==> src/rtl/fft_defines.vh <==
// Shared FFT datapath widths. Uncomment FFT_ICORE_ROUND_EN to switch the
// inverse butterfly from floor to round-half-up scaling.
`ifndef FFT_DEFINES_VH
`define FFT_DEFINES_VH

`define CFG_WN_WD   10
`define DATA_FRA_WD 8
// `define FFT_ICORE_ROUND_EN

`endif

==> src/rtl/fft_icore2_pkg.sv <==
// Shared widths and twiddle type for the inverse butterfly core (fft_icore2).
`include "fft_defines.vh"

package fft_icore2_pkg;

  localparam int unsigned WnWd  = `CFG_WN_WD;
  localparam int unsigned FraWd = `DATA_FRA_WD;

`ifdef FFT_ICORE_ROUND_EN
  localparam bit RoundEn = 1'b1;
`else
  localparam bit RoundEn = 1'b0;
`endif

  typedef struct packed {
    logic signed [WnWd-1:0] wr;
    logic signed [WnWd-1:0] wi;
  } twiddle_t;

endpackage

==> src/rtl/fft_wn_rom.sv <==
// Conjugate twiddle table for a 64-point transform with 8 fraction bits:
// wr = round(cos(2*pi*k/64)*256), wi = +round(sin(2*pi*k/64)*256).
module fft_wn_rom
  import fft_icore2_pkg::*;
(
  input  logic [4:0] k_i,
  output twiddle_t   wn_o
);

  // Quarter-wave cosine table; sine is read mirrored as cos(16 - j).
  function automatic int cos_q(input int j);
    case (j)
      0:       return 256;
      1:       return 255;
      2:       return 251;
      3:       return 245;
      4:       return 237;
      5:       return 226;
      6:       return 213;
      7:       return 198;
      8:       return 181;
      9:       return 162;
      10:      return 142;
      11:      return 121;
      12:      return 98;
      13:      return 74;
      14:      return 50;
      15:      return 25;
      default: return 0;
    endcase
  endfunction

  always_comb begin
    if (k_i < 5'd16) begin
      wn_o.wr = WnWd'(cos_q(int'(k_i)));
      wn_o.wi = WnWd'(cos_q(16 - int'(k_i)));
    end else begin
      wn_o.wr = WnWd'(-cos_q(32 - int'(k_i)));
      wn_o.wi = WnWd'(cos_q(int'(k_i) - 16));
    end
  end

endmodule

==> src/rtl/fft_icore2.sv <==
// Three-stage inverse radix-2 butterfly: a = (X+Y)/2, b = (X-Y)*conj(W)/2.
// Define FFT_ICORE_ROUND_EN for round-half-up instead of floor on the S3 shifts.
module fft_icore2
  import fft_icore2_pkg::*;
#(
  parameter int unsigned DATA_INP_WD = 16,
  parameter int unsigned DATA_OUT_WD = 16,
  parameter int unsigned FFT_N       = 64
) (
  input  logic                       clk,
  input  logic                       rst,
  input  logic                       fft_vld_i,
  output logic                       fft_rdy_o,
  input  logic [2*DATA_INP_WD-1:0]   fft_dat1_i,
  input  logic [2*DATA_INP_WD-1:0]   fft_dat2_i,
  input  logic [$clog2(FFT_N)-2:0]   fft_idx_i,
  output logic                       fft_vld_o,
  input  logic                       fft_rdy_i,
  output logic [2*DATA_OUT_WD-1:0]   fft_dat1_o,
  output logic [2*DATA_OUT_WD-1:0]   fft_dat2_o
);

  localparam int unsigned SW = DATA_INP_WD + 1;
  localparam int unsigned MW = SW + WnWd;
  localparam int unsigned PW = MW + 1;

  if (WnWd < FraWd + 2) begin : g_wn_chk
    $error("CFG_WN_WD cannot represent a +1.0 twiddle");
  end
  if (FFT_N != 64 || FraWd != 8) begin : g_rom_chk
    $error("fft_wn_rom table is built for FFT_N=64, DATA_FRA_WD=8");
  end

`ifdef FFT_ICORE_ROUND_EN
  localparam logic signed [PW-1:0] RndA = PW'(1);
  localparam logic signed [PW-1:0] RndB = PW'(1) <<< FraWd;
`else
  localparam logic signed [PW-1:0] RndA = '0;
  localparam logic signed [PW-1:0] RndB = '0;
`endif

  function automatic logic signed [DATA_OUT_WD-1:0] sat(input logic signed [PW-1:0] v);
    logic signed [PW-1:0] hi, lo;
    hi = {{(PW-DATA_OUT_WD+1){1'b0}}, {(DATA_OUT_WD-1){1'b1}}};
    lo = ~hi;
    if (v > hi)      return hi[DATA_OUT_WD-1:0];
    else if (v < lo) return lo[DATA_OUT_WD-1:0];
    else             return v[DATA_OUT_WD-1:0];
  endfunction

  logic en;
  logic signed [DATA_INP_WD-1:0] x_re, x_im, y_re, y_im;
  twiddle_t rom_wn;

  logic signed [SW-1:0]   s_re_d, s_re_q, s_im_d, s_im_q, d_re_d, d_re_q, d_im_d, d_im_q;
  logic signed [WnWd-1:0] wr_q, wi_q;
  logic                   v1_q, v2_q, vld_o_q;
  logic signed [MW-1:0]   m_rr_d, m_rr_q, m_ii_d, m_ii_q, m_ri_d, m_ri_q, m_ir_d, m_ir_q;
  logic signed [SW-1:0]   s2_re_q, s2_im_q;
  logic signed [PW-1:0]   p_re, p_im, a_re_w, a_im_w, b_re_w, b_im_w;
  logic [2*DATA_OUT_WD-1:0] dat1_d, dat1_q, dat2_d, dat2_q;

  assign x_re = fft_dat1_i[2*DATA_INP_WD-1 -: DATA_INP_WD];
  assign x_im = fft_dat1_i[DATA_INP_WD-1:0];
  assign y_re = fft_dat2_i[2*DATA_INP_WD-1 -: DATA_INP_WD];
  assign y_im = fft_dat2_i[DATA_INP_WD-1:0];

  // A single enable stalls every stage together, so bubbles stay in place.
  assign en        = ~vld_o_q | fft_rdy_i;
  assign fft_rdy_o = en;

  fft_wn_rom u_wn_rom (
    .k_i  (fft_idx_i),
    .wn_o (rom_wn)
  );

  always_comb begin
    s_re_d = SW'(x_re) + SW'(y_re);
    s_im_d = SW'(x_im) + SW'(y_im);
    d_re_d = SW'(x_re) - SW'(y_re);
    d_im_d = SW'(x_im) - SW'(y_im);

    m_rr_d = MW'(d_re_q) * MW'(wr_q);
    m_ii_d = MW'(d_im_q) * MW'(wi_q);
    m_ri_d = MW'(d_re_q) * MW'(wi_q);
    m_ir_d = MW'(d_im_q) * MW'(wr_q);

    p_re   = PW'(m_rr_q) - PW'(m_ii_q);
    p_im   = PW'(m_ri_q) + PW'(m_ir_q);
    a_re_w = (PW'(s2_re_q) + RndA) >>> 1;
    a_im_w = (PW'(s2_im_q) + RndA) >>> 1;
    b_re_w = (p_re + RndB) >>> (FraWd + 1);
    b_im_w = (p_im + RndB) >>> (FraWd + 1);
    dat1_d = {sat(a_re_w), sat(a_im_w)};
    dat2_d = {sat(b_re_w), sat(b_im_w)};
  end

  always_ff @(posedge clk) begin
    if (rst) begin
      s_re_q  <= '0;
      s_im_q  <= '0;
      d_re_q  <= '0;
      d_im_q  <= '0;
      wr_q    <= '0;
      wi_q    <= '0;
      v1_q    <= 1'b0;
      m_rr_q  <= '0;
      m_ii_q  <= '0;
      m_ri_q  <= '0;
      m_ir_q  <= '0;
      s2_re_q <= '0;
      s2_im_q <= '0;
      v2_q    <= 1'b0;
      dat1_q  <= '0;
      dat2_q  <= '0;
      vld_o_q <= 1'b0;
    end else if (en) begin
      s_re_q  <= s_re_d;
      s_im_q  <= s_im_d;
      d_re_q  <= d_re_d;
      d_im_q  <= d_im_d;
      wr_q    <= rom_wn.wr;
      wi_q    <= rom_wn.wi;
      v1_q    <= fft_vld_i;
      m_rr_q  <= m_rr_d;
      m_ii_q  <= m_ii_d;
      m_ri_q  <= m_ri_d;
      m_ir_q  <= m_ir_d;
      s2_re_q <= s_re_q;
      s2_im_q <= s_im_q;
      v2_q    <= v1_q;
      dat1_q  <= dat1_d;
      dat2_q  <= dat2_d;
      vld_o_q <= v2_q;
    end
  end

  assign fft_vld_o  = vld_o_q;
  assign fft_dat1_o = dat1_q;
  assign fft_dat2_o = dat2_q;

endmodule
==> config.mk <==
export PLATFORM = sky130hd
export DESIGN_NAME = fft_icore2
export DESIGN_NICKNAME = d
export VERILOG_FILES = /design/src/rtl/fft_icore2_pkg.sv /design/src/rtl/fft_wn_rom.sv /design/src/rtl/fft_icore2.sv
export VERILOG_INCLUDE_DIRS = /design/src /design/src/rtl
export SDC_FILE = /design/constraint.sdc
export NUM_CORES = 2
export LEC_CHECK = 0
export CAP_MARGIN = 20
export CORE_MARGIN = 8
export CORE_UTILIZATION = 55
export DETAILED_ROUTE_END_ITERATION = 12
export HOLD_SLACK_MARGIN = 0.15
export PLACE_DENSITY = 0.78
export SLEW_MARGIN = 10
export SYNTH_ARGS = -nofsm -noshare
export SYNTH_HDL_FRONTEND = slang
export SYNTH_SLANG_ARGS = --single-unit
==> constraint.sdc <==
create_clock -name clk -period 13.2 [get_ports clk]
set_input_delay 2.64 -clock clk [delete_from_list [all_inputs] [get_ports clk]]
set_output_delay 2.64 -clock clk [all_outputs]
set_load 0.05 [all_outputs]
# Word-level counts from Yosys, hierarchy flattened
# Memory sizes are Yosys's and may differ from the RTL's.
# Index checks and enable logic that the tools add are counted.
op_classes:
  add_sub_neg: 10
  mul: 4
  div: 0
  n_lt_le_gt_ge: 9
  eq_ne: 0
  shift: 0
  n_mux: 14
  bitwise_logic: 2
  n_reduce_logical: 3
op_table:
  columns: ["cell", "count"]
  rows:
  - ["$mux W16", 8]
  - ["$mul A17 B10 Y27", 4]
  - ["$logic_not A28 Y1", 3]
  - ["$mux W10", 5]
  - ["$gt A19 B16 Y1 const B", 2]
  - ["$lt A19 B16 Y1 const B", 2]
  - ["$add A16 B16 Y17", 2]
  - ["$sub A16 B16 Y17", 2]
  - ["$gt A16 B16 Y1 const B", 2]
  - ["$lt A16 B16 Y1 const B", 2]
  - ["$add A27 B27 Y28", 1]
  - ["$sub A27 B27 Y28", 1]
  - ["$mux W20", 1]
  - ["$neg A10 Y10", 1]
  - ["$sub A6 B5 Y7 const A", 1]
  - ["$sub A5 B5 Y6 const A", 1]
  - ["$sub A5 B5 Y6 const B", 1]
  - ["$lt A5 B5 Y1 const B", 1]
  - ["$not A1 Y1", 1]
  - ["$or A1 B1 Y1", 1]
word_totals:
  regBits: 297
  latch_bits: 0
  ramBits: 0
  rom_bits: 576
  in_bits: 73
  output_inout_bits: 66
  wordCells: 63
  n_memories: 4
mem_list:
  columns: ["name", "words", "word_bits", "read_ports", "rd_clocked_by_memory_dff", "wr", "line", "text"]
  rows:
  - ["(no name shown)", 16, 9, 1, 0, 0, "fft_wn_rom.sv:12", "case (j)"]
  - ["(no name shown)", 16, 9, 1, 0, 0, "fft_wn_rom.sv:12", null]
  - ["(no name shown)", 16, 9, 1, 0, 0, "fft_wn_rom.sv:12", null]
  - ["(no name shown)", 16, 9, 1, 0, 0, "fft_wn_rom.sv:12", null]

# Depth between registers and ports, before layout
depth:
  word_depth: 6
  mapped_depth: 24
  depth_no_buf: 22

# Cells and area by module
# From an unflattened synthesis, not the netlist that was laid out.
hier_totals:
  hier_cells: 4959
  hier_area_um2: 40707.8
by_module_without_submodules:
  columns: ["module", "n_inst", "cells_per_inst", "area_each_um2", "seq_area_each_um2"]
  rows:
  - ["fft_icore2", 1, 4778, 39532.9, 5865.6]
  - ["fft_wn_rom", 1, 181, 1174.9, 0.0]

# Worst setup path after synthesis
# No wires, ideal clock.
synth_path:
  path_kind: "input-to-output"
  from: "input fft_rdy_i"
  to: "output fft_rdy_o"
  t_arrival_ns: 3.920
  t_required_ns: 10.560
  setup_slack_ns: 6.640
  stages: 5
  path_buffers: 3
  cell_sequence: "nor2b_1 > inv_1 > clkbuf_1 > clkbuf_1 > clkbuf_1"
synth_between:
  elab_chain_len: 1
synth_rtl:
  columns: ["element", "line", "text"]
  rows:
  - ["from (decl)", "fft_icore2.sv:18", "input logic fft_rdy_i,"]
  - ["$or A1 B1 Y1", "fft_icore2.sv:69", "assign en = ~vld_o_q | fft_rdy_i;"]
  - ["to (decl)", "fft_icore2.sv:13", "output logic fft_rdy_o,"]
# No other way between the ends.

# Worst setup path after layout
# Same ends and word-level chain as after synthesis.

==> impl_metrics.yaml <==
clock_tree:
  cts_tree: "built"
  clock_path_buffers: 3
  cts_max_level: 2
  cts_hold_buf: 0
  cts_sinks: 292
  ctsResizeCount: 0
  clock_latency_ps: 560
  cts-buffers-inserted: 36
  post-cts-setup-buffer-count: 0
  root_buffer: "clkbuf_16"
  clk_pin_slew_ps: 60
floorplanning:
  dieArea_sq_um: 80200
  io_pins: 139
  core_sq_um: 71100
  rows: 98
  die_x_um: 283
  initial_core_util: 0.552
  die_y_um: 283
synth:
  yosysMostFrequentCell: "inv_1"
  synthMuxAreaShare: 0.00373
  yosysWarnings: 0
  synthTopCellsByCount: "833 x inv_1, 727 x nand2_1, 556 x fa_1"
  syn_inst: 4754
  yosysTopAreaCell: "fa_1"
  synthArstFlopShare: 0
  synth_top_area_share: 0.283
  synthFlopType: "dfxtp_1"
  synth_area_leaders: "fa_1 28%, dfxtp_1 15%, ha_1 12%"
  synthXorXnorAreaFrac: 0.0408
  synthAdderAreaFrac: 0.401
  yosysSeqAreaShare: 0.149
  ys_ff_latch: 292
  syn_nets: 5753
  syn-cell-area_sq_um: 39300
  synth_top_family_by_area: "adder cells"
  synth-simple-area-share: 0.177
  synth_edf_count: 0
  synth_compound_area_frac: 0.123
  synth.distinct_cells: 86
  avgSynthCellArea_sq_um: 8.26
power_and_ir_drop:
  p_seq_frac: 0.211
  pwr_density_cell_nw_per_um2: 141
  pwr-share-comb: 0.615
  p_leak_uw: 0.0211
  p_clk_frac: 0.174
  swShare: 0.470
  internal-power_uw: 3170
  p_sw_uw: 2820
  ir_worst_vdd_mv: 0.152
setup_path:
  crit_start: "fft_rdy_i"
  max_stage_delay_ps: 820
  path_cells: "clkdlybuf4s50_1 -> nor2b_4 -> buf_4 -> inv_8 -> clkdlybuf4s50_1"
  worstSetupPathType: "input port to output pin"
  worstSetupEndpointType: "output pin"
  critPathSlowestCell: "clkdlybuf4s50_1"
  r2r_cells: 22
  r2r_end: "m_ri_q[25]"
  worstPathArrival_ps: 5010
  cp_max_fo: 75
  r2r-start: "d_re_q[6]"
  crit_path_end: "fft_rdy_o"
  cp_common_cell: "clkdlybuf4s50_1"
  worst-r2r-setup-slack_ps: 6330
  cp.required_ps: 10560
  cp-start-kind: "input port"
detailed_routing:
  first_pass_iters: 5
  vias: 31800
  ant_nets: 0
  wire_per_inst_um: 17.4
  via_per_inst: 5.59
  routed_wl_mm: 99.4
  drt_iter0_markers: 2279
  drc: 0
timing:
  final_max_slew_viol_count: 0
  tightestPinTransition_ps: 1080
  hold_violations: 0
  fmax_mhz: 131
  rsz0062_at_grt: "false"
  maxSlewHeadroom: 0.282
  fin_tns_setup_ps: 0
  setup_violations: 0
  fin_crit_ps: 7650
  finClkSkew_ps: 23.4
  timing.final.crit_share: 0.579
outcome:
  run_status: "complete, no violations"
placement:
  dpl.hpwl_mm: 75.3
  port_buffers: 138
  gp_congestion: 0.889
  placedCellCount: 5634
global_route:
  grt_usage: 0.245
  grt_max_degree: 163
  grt-ovfl-total: 0
  grt_pass1_wl_mm: 163
  antenna_found_initial: 1
  grt_pass1_vias: 31800
cells_and_area:
  multiInputGateArea_sq_um: 29300
  final-seq-area_sq_um: 5850
  stdcell_count: 5701
  area_growth_pct: 8.20
  drive_above_1_share: 0.0358
  fillerInstances: 6137
  nets: 5722
job:
  maxCapViolations: 0
worst_hold_path:
  worstHoldPathType: "flip-flop to flip-flop"
==> metal layers <==
layer / up-vias / routed length [um] / track usage
met1: 15800 / 42100 / 0.322
met3: 192 / 6030 / 0.0297
li1: 14900 / - / -
met4: 0 / 3660 / 0.0890
met5: - / 0 / 0
met2: 1003 / 47600 / 0.413
==> cell type report <==
class / instances / share of cell area
Antenna cell: 1 / 0.0000589
Clock buffer: 47 / 0.0231
Clock inverter: 18 / 0.00577
Inverter: 834 / 0.0738
Multi-Input combinational cell: 3368 / 0.689
Sequential cell: 292 / 0.138
Tap cell: 950 / 0.0280
Timing Repair Buffer: 191 / 0.0423
==> cell families (layout without fill, tap and decap cells) <==
group | Yosys count | count (layout)
adder cells (fa/ha/maj) | 926 | 926
AO/OA/AOI/OAI | 750 | 750
buffers and inverters | 1094 | 1090
other | 0 | 1
XOR/XNOR | 182 | 182
multiplexers | 12 | 12
flip-flops | 292 | 292
AND/OR/NAND/NOR | 1498 | 1498
==> worst min path at each step <==
stage,end,cells past startpoint,startpoint
after floorplan,m_ii_q[13],2,m_ii_q[13]
after global placement,m_ii_q[21],2,m_ii_q[21]
after detailed placement,fft_dat1_o[3],2,fft_dat1_o[3]
after CTS,fft_dat1_o[1],2,s2_im_q[2]
after global routing,s2_im_q[16],2,s2_im_q[16]
final,fft_dat1_o[1],2,s2_im_q[2]
==> flip-flops by register name, indices dropped and copies added, names as in the netlist <==
| signal | cells |
|---|---|
| m_ii_q | 27 |
| fft_vld_o | 1 |
| v2_q | 1 |
| fft_dat1_o | 32 |
| s2_im_q | 16 |
| d_re_q | 17 |
| s2_re_q | 16 |
| v1_q | 1 |
| wr_q | 10 |
| wi_q | 9 |
| fft_dat2_o | 32 |
| m_ri_q | 27 |
| m_ir_q | 27 |
| s_im_q | 16 |
| m_rr_q | 27 |
| s_re_q | 16 |
| d_im_q | 17 |
==> metrics by stage <==
step	hold slack, ps	cell area [sq um]	worst slack (ps)	total power [uW]	util
after global placement	437	41300	5560	4820	0.580
after detailed placement	443	41300	5550	4920	0.580
after CTS	442	42500	5540	5980	0.598
after floorplan	425	39300	6640	3980	-
after global routing	468	42500	5440	6480	0.598
final	446	42500	5550	5990	0.598
==> critical path, delay by kind of cell <==
family,cells,cell delay (ps)
buf+inv,4,2190
simple gates,1,110
==> cell usage in the layout, fill, tap and decap left out, types with 8 or more instances in the layout <==
master,count
xnor2_1,138
nor2b_1,26
nand3_1,42
nand3_2,10
a211oi_2,10
a31oi_1,21
dfxtp_1,292
and3_1,28
nor2_1,228
a211oi_1,89
buf_4,52
clkbuf_16,36
fa_1,556
o31ai_1,11
a311oi_1,11
a21oi_1,287
a21o_1,50
o21bai_1,30
o21ai_0,101
nand4_1,12
ha_1,370
or2_2,9
or3_1,18
and2_1,279
nand2_1,727
o21a_1,24
clkdlybuf4s50_1,137
nor3_1,55
nor4_1,8
o211ai_1,17
inv_1,832
nor3b_1,9
mux2i_1,9
nand2b_1,24
o21ai_1,8
xor2_1,43
==> power groups by stage <==
stage                     Sequential, uW  Combinational (uW)  Clock (uW)
after floorplan                     1340                2640           0
after detailed placement            1280                3640           0
after global placement              1270                3550           0
after CTS                           1260                3670        1060
final                               1270                3680        1040
after global routing                1280                4110        1090
No activity file was read; power rests on OpenSTA's default activity.
